## config.mk

```make
export PLATFORM = sky130hd
export DESIGN_NAME = cpu_run_ctrl
export DESIGN_NICKNAME = d
export VERILOG_FILES = /design/src/rtl/cpu_ctrl_pkg.sv /design/src/rtl/btn_debounce.sv /design/src/rtl/cpu_run_ctrl.sv
export SDC_FILE = /design/constraint.sdc
export NUM_CORES = 1
export LEC_CHECK = 0
export CAP_MARGIN = 40
export CORE_UTILIZATION = 30
export DETAILED_ROUTE_END_ITERATION = 10
export GPL_TIMING_DRIVEN = 0
export MAX_ROUTING_LAYER = met4
export RECOVER_POWER = 25
export SLEW_MARGIN = 10
export SYNTH_ARGS = -nofsm -noshare
export SYNTH_HDL_FRONTEND = slang
export SYNTH_HIERARCHICAL = 1
export SYNTH_SLANG_ARGS = --single-unit
```

## constraint.sdc

```tcl
create_clock -name clk -period 5.57 [get_ports clk]
set_input_delay 0.8355 -clock clk [delete_from_list [all_inputs] [get_ports clk]]
set_output_delay 0.8355 -clock clk [all_outputs]
set_load 0.02 [all_outputs]
```

## src/rtl/cpu_ctrl_pkg.sv

```systemverilog
// Shared definitions for the CPU run/halt/step sequencer.
package cpu_ctrl_pkg;

  typedef enum logic [1:0] {
    ST_HALT  = 2'd0,
    ST_RUN   = 2'd1,
    ST_STEP  = 2'd2,
    ST_BREAK = 2'd3
  } run_state_e;

  localparam int unsigned DB_MAX_DEFAULT = 1_000_000;

  function automatic logic is_stopped(run_state_e s);
    return (s == ST_HALT) || (s == ST_BREAK);
  endfunction

endpackage

```

## src/rtl/btn_debounce.sv

```systemverilog
// Button debouncer: 2-FF synchroniser, stability counter and press pulse on accepted 0->1.
module btn_debounce
  import cpu_ctrl_pkg::*;
#(
  parameter int unsigned DB_MAX   = DB_MAX_DEFAULT,
  parameter int unsigned DB_CNT_W = 20
) (
  input  logic clk,
  input  logic reset,
  input  logic button,
  output logic press
);

  logic                sync_q1;
  logic                sync_q2;
  logic                level_q;
  logic [DB_CNT_W-1:0] cnt_q;
  logic                at_limit;

  assign at_limit = (cnt_q == DB_CNT_W'(DB_MAX - 1));

  // Fires in the cycle the accepted level is about to rise, so the consumer
  // acts on the same edge that accepts the new level.
  assign press = at_limit & sync_q2 & ~level_q;

  always_ff @(posedge clk) begin
    if (reset) begin
      sync_q1 <= 1'b0;
      sync_q2 <= 1'b0;
      level_q <= 1'b0;
      cnt_q   <= '0;
    end else begin
      sync_q1 <= button;
      sync_q2 <= sync_q1;
      if (sync_q2 == level_q) begin
        cnt_q <= '0;
      end else if (at_limit) begin
        level_q <= sync_q2;
        cnt_q   <= '0;
      end else begin
        cnt_q <= cnt_q + 1'b1;
      end
    end
  end

endmodule

```

## src/rtl/cpu_run_ctrl.sv

```systemverilog
// Run/halt/single-step sequencer: drives the core's global advance enable, handles
// halt requests and PC breakpoints, and counts retired instructions.
module cpu_run_ctrl
  import cpu_ctrl_pkg::*;
#(
  parameter int unsigned DB_MAX   = DB_MAX_DEFAULT,
  parameter int unsigned DB_CNT_W = 20,
  parameter bit          BP_EN    = 1'b1
) (
  input  logic        clk,
  input  logic        reset,
  input  logic        button_run,
  input  logic        button_step,
  input  logic        halt_req,
  input  logic [31:0] pc,
  input  logic        bp_valid,
  input  logic [31:0] bp_addr,
  output logic        cpu_en,
  output logic [1:0]  state,
  output logic        halted,
  output logic        step_done,
  output logic [31:0] retired_cnt
);

  run_state_e  state_q;
  logic        resume_q;
  logic        step_done_q;
  logic        halted_q;
  logic [31:0] retired_q;

  logic run_p;
  logic step_p;
  logic bp_hit;
  logic stop_run;

  btn_debounce #(
    .DB_MAX   (DB_MAX),
    .DB_CNT_W (DB_CNT_W)
  ) u_db_run (
    .clk    (clk),
    .reset  (reset),
    .button (button_run),
    .press  (run_p)
  );

  btn_debounce #(
    .DB_MAX   (DB_MAX),
    .DB_CNT_W (DB_CNT_W)
  ) u_db_step (
    .clk    (clk),
    .reset  (reset),
    .button (button_step),
    .press  (step_p)
  );

  assign bp_hit   = BP_EN & bp_valid & (pc == bp_addr);
  // resume lets the instruction sitting on the breakpoint commit once
  assign stop_run = halt_req | (bp_hit & ~resume_q);

  always_comb begin
    cpu_en = 1'b0;
    case (state_q)
      ST_RUN:  cpu_en = ~stop_run;
      ST_STEP: cpu_en = 1'b1;
      default: cpu_en = 1'b0;
    endcase
    // Nothing may commit in a reset cycle
    if (reset) begin
      cpu_en = 1'b0;
    end
  end

  always_ff @(posedge clk) begin
    if (reset) begin
      state_q     <= ST_HALT;
      resume_q    <= 1'b0;
      step_done_q <= 1'b0;
      halted_q    <= 1'b1;
      retired_q   <= '0;
    end else begin
      step_done_q <= (state_q == ST_STEP);
      if (cpu_en) begin
        retired_q <= retired_q + 32'd1;
      end
      case (state_q)
        ST_HALT: begin
          if (run_p) begin
            state_q  <= ST_RUN;
            halted_q <= is_stopped(ST_RUN);
          end else if (step_p) begin
            state_q  <= ST_STEP;
            halted_q <= is_stopped(ST_STEP);
          end
        end
        ST_RUN: begin
          resume_q <= 1'b0;
          if (run_p) begin
            state_q  <= ST_HALT;
            halted_q <= is_stopped(ST_HALT);
          end else if (stop_run) begin
            state_q  <= ST_BREAK;
            halted_q <= is_stopped(ST_BREAK);
          end
        end
        ST_STEP: begin
          state_q  <= ST_HALT;
          halted_q <= is_stopped(ST_HALT);
        end
        ST_BREAK: begin
          if (run_p) begin
            state_q  <= ST_RUN;
            resume_q <= 1'b1;
            halted_q <= is_stopped(ST_RUN);
          end else if (step_p) begin
            state_q  <= ST_STEP;
            halted_q <= is_stopped(ST_STEP);
          end
        end
        default: begin
          state_q  <= ST_HALT;
          halted_q <= 1'b1;
        end
      endcase
    end
  end

  assign state       = state_q;
  assign halted      = halted_q;
  assign step_done   = step_done_q;
  assign retired_cnt = retired_q;

endmodule

```

* Word level (Yosys, flattened, before mapping)
Index checks and enable logic that the tools add are counted.
** Operators by class
- $add $sub $neg :: 3
- Reductions and logical operators :: 9
- Mux-type cells :: 14
- Equal/unequal tests :: 11
- Bitwise gates (word level) :: 13
** Operator list (number)
- 20-bit by 1-bit adder with 20-bit output, second input constant :: 2
- 20-bit equality test, second input constant :: 2
- 32-bit by 1-bit adder with 32-bit output, second input constant :: 1
- 32-bit equality test :: 1
- 2-bit two-way mux :: 4
- 2-bit AND reduction :: 4
- 1-bit AND :: 6
- 1-bit two-way mux :: 6
- 1-bit NOT :: 6
- 2-bit case mux with 3 select lines :: 1
- 3-bit OR reduction :: 2
- 2-bit equality test, second input constant :: 2
- 1-bit case mux with 2 select lines :: 2
- 3-bit by 1-bit inequality test with 1-bit output, second input constant :: 1
- 3-bit inequality test, second input constant :: 1
- 1-bit case mux with 3 select lines :: 1
- 1-bit equality test :: 2
- 2-bit by 1-bit equality test with 1-bit output, second input constant :: 1
- 2-bit logical NOT :: 1
- 2-bit inequality test, second input constant :: 1
- 2-bit nonzero test :: 1
- 2-bit OR reduction :: 1
- 1-bit bitwise OR :: 1
** Word-level totals
- Output and inout port bits :: 37
- Logic and storage cells :: 63
- Bits in registers :: 83
- Bits of input ports :: 70

* Longest topological paths before layout
Gate-level depths: netlist of run 1.
- Depth after elaboration :: 7
- Gate-level depth with buffers :: 11
- Depth with buffers taken out :: 9

* By module
Netlist of run 1, hierarchy kept.
** Modules (own cells, without submodules)
- cpu_run_ctrl :: cells each 292, times used 1, sequential area each 740.7 um^2, area an instance 2407.3 um^2
- btn_debounce :: cells each 118, times used 2, sequential area each 460.4 um^2, area an instance 1094.8 um^2

* Worst setup path after synthesis of run 1
OpenSTA, ideal clock, no wires.
- Path type :: input to output
- From :: in halt_req
- To :: out cpu_en
- Data required time :: 4.734 ns
- Stages :: 7
- Arrival :: 2.262 ns
- Path buffers :: 3
- Slack :: 2.473 ns
- Cells stage by stage :: nor2_1 > nor2_1 > or2_1 > buf_2 > clkbuf_1 > clkbuf_1 > nor3_1
** Between the ends
- Word-level cells in the longest chain between the ends :: 4
** RTL lines
- start: declaration :: line cpu_run_ctrl.sv:14 : input logic halt_req,
- 1-bit bitwise OR :: line cpu_run_ctrl.sv:58 : assign stop_run = halt_req | (bp_hit & ~resume_q);
- 1-bit NOT :: line cpu_run_ctrl.sv:63 : ST_RUN: cpu_en = ~stop_run;
- 1-bit case mux with 2 select lines :: line cpu_run_ctrl.sv:62 : case (state_q)
- 1-bit two-way mux :: line cpu_run_ctrl.sv:68 : if (reset) begin
- end: declaration :: line cpu_run_ctrl.sv:18 : output logic cpu_en,
No other way between the ends.

* Worst setup path in the final report of run 1
- From :: in pc[28]
- To :: out cpu_en
** Between the ends
- Word-level cells in the longest chain between the ends :: 7
** RTL lines
- start: declaration :: line cpu_run_ctrl.sv:15 : input logic [31:0] pc,
- 32-bit equality test :: line cpu_run_ctrl.sv:56 : assign bp_hit = BP_EN & bp_valid & (pc == bp_addr);
- 1-bit AND :: line cpu_run_ctrl.sv:56
- 1-bit AND :: line cpu_run_ctrl.sv:58
- 1-bit bitwise OR :: line cpu_run_ctrl.sv:58
- 1-bit NOT :: line cpu_run_ctrl.sv:63
- 1-bit case mux with 2 select lines :: line cpu_run_ctrl.sv:62
- 1-bit two-way mux :: line cpu_run_ctrl.sv:68
No other way between the ends.

==> results.sh, run 1 <==
export IMPL_status="finished clean"
export IMPL_fp_row_count=44
export IMPL_cts_sinks=83
export IMPL_fmax_mhz=232
export IMPL_yosysTopAreaCell="dfxtp_1"
export IMPL_end_kind="output pin"
export IMPL_cts_buffer_depth=2
export IMPL_critPathMaxFanout=10
export IMPL_grt_pass1_vias=4250
export IMPL_period_share=0.775
export IMPL_h_tree_depth=3
export IMPL_grt_pass1_wl_mm=20.3
export IMPL_area_growth_pct=33.9
export IMPL_ff2ff_path_depth=10
export IMPL_synth_cells=528
export IMPL_drive_above_1_share=0.0707
export IMPL_cts_repair_resized=0
export IMPL_worstSetupPathType="in -> out"
export IMPL_hold_class="reg -> reg"
export IMPL_tns_ps=0
export IMPL_clk_pin_slew_ps=50
export IMPL_cts_tree="yes"
export IMPL_drc=0
export IMPL_internal_power_mw=1.09
export IMPL_synth_ff_latch_count=83
export IMPL_drt_iter0_markers=305
export IMPL_syn_area_per_cell_sq_um=8.71
export IMPL_multi_input_area_sq_um=2690
export IMPL_first_pass_iters=5
export IMPL_hpwl_mm=9.05
export IMPL_die_w_um=126
export IMPL_max_cap_violations=0
export IMPL_required_ps=4730
export IMPL_postCtsSetupRepairBufs=0
export IMPL_portBuffers=106
export IMPL_p_seq_frac=0.429
export IMPL_ys_seq_area_frac=0.361
export IMPL_hold_viol=0
export IMPL_ys_types=50
export IMPL_tightestPinTransition_ps=1210
export IMPL_ioPinCount=107
export IMPL_fillCellCount=1459
export IMPL_n_antenna_cell=0
export IMPL_fin_skew_ps=9.39
export IMPL_gr_total_overflow=0
export IMPL_setup_viol=0
export IMPL_peakVddDrop_uv=181
export IMPL_globalRouteTotalUtil=0.163
export IMPL_synthTopCellsByCount="dfxtp_1, xnor2_1, nor2_1"
export IMPL_clock_root_buffer="clkbuf_16"
export IMPL_syn_area_sq_um=4600
export IMPL_core_sq_um=14800
export IMPL_die_y_um=126
export IMPL_start_util=0.312
export IMPL_arrival_ps=3480
export IMPL_holdPathStages=1
export IMPL_wl_mm=12.1
export IMPL_place_congestion=0.824
export IMPL_synth_most_common_cell="dfxtp_1"
export IMPL_wl_per_cell_um=14.5
export IMPL_clock_latency_ps=350
export IMPL_synth_edf_count=0
export IMPL_swShare=0.236
export IMPL_syn_num_nets=604
export IMPL_rsz0062_at_grt="no"
export IMPL_via_count=4399
export IMPL_p_per_area_nw_per_um2=232
export IMPL_p_comb_frac=0.127
export IMPL_power_switching_mw=0.337
export IMPL_power_mw=1.43
export IMPL_cts_made_buffers=9
export IMPL_antenna_found_initial=0
export IMPL_ys_flop_type="dfxtp_1"
export IMPL_regArea_sq_um=1660
export IMPL_startpoint_type="input port"
export IMPL_fin_nets=722
export IMPL_drv_slew=0
export IMPL_period_minus_slack_ps=4320
export IMPL_die_area_sq_um=15800
export IMPL_synthTopCellsByArea="dfxtp_1, xnor2_1, o31ai_1"
export IMPL_via_per_inst=5.27
export IMPL_max_slew_margin_rel=0.182
export IMPL_async_reset_ff_frac=0
export IMPL_clkPwrFrac=0.444
export IMPL_ant_nets=0
export IMPL_synth_top_area_frac=0.361
export IMPL_power_leakage_nw=1.91
export IMPL_grt_max_degree=14
export IMPL_synth_warnings=6
export IMPL_postCtsHoldBufs=0
-- cells in the final DEF, fill, tap and decap left out, types with 8 or more instances in the layout --
cell             Yosys  routed
nand4_1             24      24
clkbuf_16            0       9
xor2_1               8       8
nor4_1              13      13
o31ai_1             26      26
and3_1              17      17
nor3_1              14      14
nor2b_1             13      13
a21oi_1             38      38
o21ai_0              7       9
clkbuf_1            11      17
inv_1               14      14
xnor2_1             54      54
clkdlybuf4s50_1      0     105
nor2_1              50      50
nand2_1             22      22
nand3_1             30      31
dfxtp_1             83      83
or4_1               26      26
-- worst max-delay path, stage by stage --
cell and delay (ps):
clkdlybuf4s50_1 470, xnor2_1 130, nand4_1 120, nor3_1 460, and4b_1 310, buf_4 190, buf_6 150, buf_4 180
nor3_1 50, clkdlybuf4s50_1 580
-- routing by layer --
metal  track usage  vias up  share of wire
li1              -     2192              -
met1         0.182     2087           0.43
met2         0.285      107           0.51
met3        0.0425       13          0.048
met4        0.0468        0          0.013
met5             -        -              0
-- power groups by stage --
stage	registers, mW	clock network [mW]	logic, mW
6_report	0.611	0.633	0.181
5_1_grt	0.612	0.676	0.198
4_1_cts	0.611	0.653	0.184
3_5_place_dp	0.624	0	0.183
3_3_place_gp	0.624	0	0.178
2_1_floorplan	0.630	0	0.0837
-- cell families after synthesis --
kind of cell / synth area share
AO/OA/AOI/OAI: 0.116
AND/OR/NAND/NOR: 0.324
XOR/XNOR: 0.118
buffers and inverters: 0.0484
adder cells (fa/ha/maj): 0.0163
flip-flops: 0.361
multiplexers: 0.0147
-- sequential cells by signal, summed over array words and instances, names as in the netlist --
name               flops
retired_cnt           32
u_db_run/cnt_q        20
u_db_step/cnt_q       20
state                  2
halted                 1
resume_q               1
step_done              1
u_db_run/level_q       1
u_db_run/sync_q1       1
u_db_run/sync_q2       1
u_db_step/level_q      1
u_db_step/sync_q1      1
u_db_step/sync_q2      1
-- final cells by class --
type | instances | area share
buffer | 25 | 0.0228
clock buffer | 11 | 0.0378
clock inverter | 5 | 0.0126
inverter | 15 | 0.00915
multi-input combinational | 405 | 0.436
sequential | 83 | 0.270
tap | 184 | 0.0374
timing repair buffer | 107 | 0.174
-- path summary, 6_finish.rpt --
| path | from | slack (ps) | endpoint |
|---|---|---|---|
| worst min register to register | u_db_step/sync_q1$_SDFF_PP0_ | 450 | u_db_step/sync_q2$_SDFF_PP0_ |
| worst max register to register | u_db_step/cnt_q[0]$_SDFF_PP0_ | 2570 | state[1]$_SDFFE_PP0P_ |
| worst min-delay path | u_db_step/sync_q1$_SDFF_PP0_ | 450 | u_db_step/sync_q2$_SDFF_PP0_ |
| worst max-delay path | pc[28] | 1250 | cpu_en |
-- stage by stage --
step / area, sq um / util / setup slack [ps] / cells / hold WS, ps
detailed placement: 5900 / 0.400 / 1190 / 819 / 450
global placement: 5890 / 0.399 / 1200 / 818 / 418
floorplan: 4600 / - / 2470 / 528 / 414
finish: 6150 / 0.417 / 1250 / 835 / 451
CTS: 6210 / 0.421 / 1180 / 835 / 457
global route: 6150 / 0.417 / 1010 / 835 / 473
(Power assumes the default switching activity.)
==> run 2, diff against run 1 <==
==> constraint.sdc (replaced) <==
create_clock -name clk -period 3.7 [get_ports clk]
set_input_delay 0.555 -clock clk [delete_from_list [all_inputs] [get_ports clk]]
set_output_delay 0.555 -clock clk [all_outputs]
set_load 0.02 [all_outputs]
==> run 2 against run 1 <==
Compared with the run above: die area unchanged; largest cell class unchanged; sequential power increased by 51%; first-iteration DRC count fell by 2.0%; global-route usage is the same; routed wire length decreased by 0.14%; core utilization is 0.18 points higher; total power grew 50%; setup slack lost 1000 ps; sequential cell count did not move; via count is 0.36% higher; cell count unchanged; clock skew shrank 2.0 ps.
==> results.sh, run 2 (synthesis gave the netlist of run 1 again) <==
export IMPL_grt_pass1_wl_mm=20.3
export IMPL_arrival_ps=2910
export IMPL_h_tree_depth=3
export IMPL_dp_cells=819
export IMPL_setup_viol=0
export IMPL_instances_no_fill=835
export IMPL_final_common_cell="clkdlybuf4s50_1"
export IMPL_cp_slowest_cell="clkdlybuf4s50_1"
export IMPL_max_stage_delay_ps=490
export IMPL_crit_chain="clkdlybuf4s50_1 -> xnor2_1 -> nand4_1 -> nor4_4 -> and4b_1 -> buf_4 -> buf_6 -> buf_4 -> nor3_1 -> dlygate4sd2_1"
export IMPL_first_pass_iters=5
export IMPL_wl_mm=12.1
export IMPL_fmax_mhz=289
export IMPL_portBuffers=106
export IMPL_fin_nets=722
export IMPL_p_per_area_nw_per_um2=347
export IMPL_power_mw=2.14
export IMPL_drc=0
export IMPL_hold_viol=0
export IMPL_status="finished clean"
export IMPL_clock_latency_ps=340
export IMPL_fin_ws_ps=236
export IMPL_n_antenna_cell=0
export IMPL_period_minus_slack_ps=3460
export IMPL_regArea_sq_um=1660
export IMPL_wl_per_cell_um=14.5
export IMPL_die_w_um=126
export IMPL_gr_total_overflow=0
export IMPL_ioPinCount=107
export IMPL_grt_pass1_vias=4250
export IMPL_globalRouteTotalUtil=0.163
export IMPL_core_sq_um=14800
export IMPL_peakVddDrop_uv=272
export IMPL_power_leakage_nw=1.95
export IMPL_drv_slew=0
export IMPL_fillCellCount=1451
export IMPL_antenna_found_initial=0
export IMPL_cts_tree="yes"
export IMPL_tightestPinTransition_ps=1280
export IMPL_via_count=4415
export IMPL_max_cap_violations=0
export IMPL_required_ps=3140
export IMPL_via_per_inst=5.29
export IMPL_period_share=0.936
export IMPL_start_util=0.312
export IMPL_drt_iter0_markers=299
export IMPL_end_kind="output pin"
export IMPL_worstSetupPathType="in -> out"
export IMPL_max_slew_margin_rel=0.139
export IMPL_area_growth_pct=34.5
export IMPL_postCtsHoldBufs=0
export IMPL_largest_reg_flops=32
export IMPL_cts_buffer_depth=2
export IMPL_drive_above_1_share=0.0737
export IMPL_cts_sinks=83
export IMPL_cts_made_buffers=9
export IMPL_postCtsSetupRepairBufs=0
export IMPL_multi_input_area_sq_um=2690
export IMPL_die_area_sq_um=15800
export IMPL_startpoint_type="input port"
export IMPL_fp_row_count=44
export IMPL_hold_class="reg -> reg"
export IMPL_place_ws_ps=-122
export IMPL_rsz0062_at_grt="no"
export IMPL_crit_path_frequent_cell="buf_4"
export IMPL_critPathMaxFanout=10
export IMPL_clock_root_buffer="clkbuf_16"
export IMPL_fin_skew_ps=7.43
export IMPL_die_y_um=126
export IMPL_clk_pin_slew_ps=50
export IMPL_hpwl_mm=9.05
export IMPL_grt_max_degree=14
export IMPL_place_congestion=0.824
export IMPL_ant_nets=0
export IMPL_layout_common_cells="clkdlybuf4s50_1, dfxtp_1, xnor2_1, nor2_1, a21oi_1"
## run 2: layer usage
layer  track usage  share of wire
met1         0.182           0.43
met2         0.285           0.51
met3        0.0425          0.043
met4        0.0468          0.013
met5             -              0
## run 2: cell type report
class | instances | area share
Tap cell | 184 | 0.0372
Inverter | 15 | 0.00911
Buffer | 25 | 0.0257
Clock inverter | 5 | 0.0126
Timing Repair Buffer | 107 | 0.173
Multi-Input combinational cell | 405 | 0.436
Clock buffer | 11 | 0.0377
Sequential cell | 83 | 0.269
## run 2: per-stage QoR
| step | hold slack [ps] | instance area, sq um | utilization | setup TNS (ps) |
|---|---|---|---|---|
| 2_1_floorplan | 414 | 4600 | - | 0 |
| 3_3_place_gp | 418 | 5890 | 0.399 | -109 |
| 3_5_place_dp | 450 | 5900 | 0.400 | -122 |
| 4_1_cts | 457 | 6220 | 0.422 | 0 |
| 5_1_grt | 473 | 6180 | 0.419 | 0 |
| 6_report | 451 | 6180 | 0.419 | 0 |
## run 2: path summary, 6_finish.rpt
kind | startpoint | endpoint | slack, ps | cells past startpoint
setup / recovery | pc[0] | cpu_en | 240 | 10
hold / removal | u_db_step/sync_q1$_SDFF_PP0_ | u_db_step/sync_q2$_SDFF_PP0_ | 450 | 1
setup reg to reg | u_db_step/cnt_q[0]$_SDFF_PP0_ | state[1]$_SDFFE_PP0P_ | 700 | 10
hold reg to reg | u_db_step/sync_q1$_SDFF_PP0_ | u_db_step/sync_q2$_SDFF_PP0_ | 450 | 1
## run 2: report_power, final
| part | switching [mW] | leakage (nW) | internal (mW) | total, mW |
|---|---|---|---|---|
| logic | 0.132 | 1.13 | 0.142 | 0.274 |
| registers | 0.0128 | 0.670 | 0.907 | 0.920 |
| clock network | 0.359 | 0.150 | 0.589 | 0.949 |
## run 2: worst max-delay path, delay by kind of cell
family | cells | cell delay (ps)
XOR/XNOR | 1 | 130
buffers and inverters | 5 | 1340
AND/OR/NAND/NOR | 4 | 880
## run 2: what timing repair did
item	4_1_cts	5_1_grt
endpoints found under the setup margin	1	0
endpoints found under the hold margin	0	0
gates resized for setup	3	0
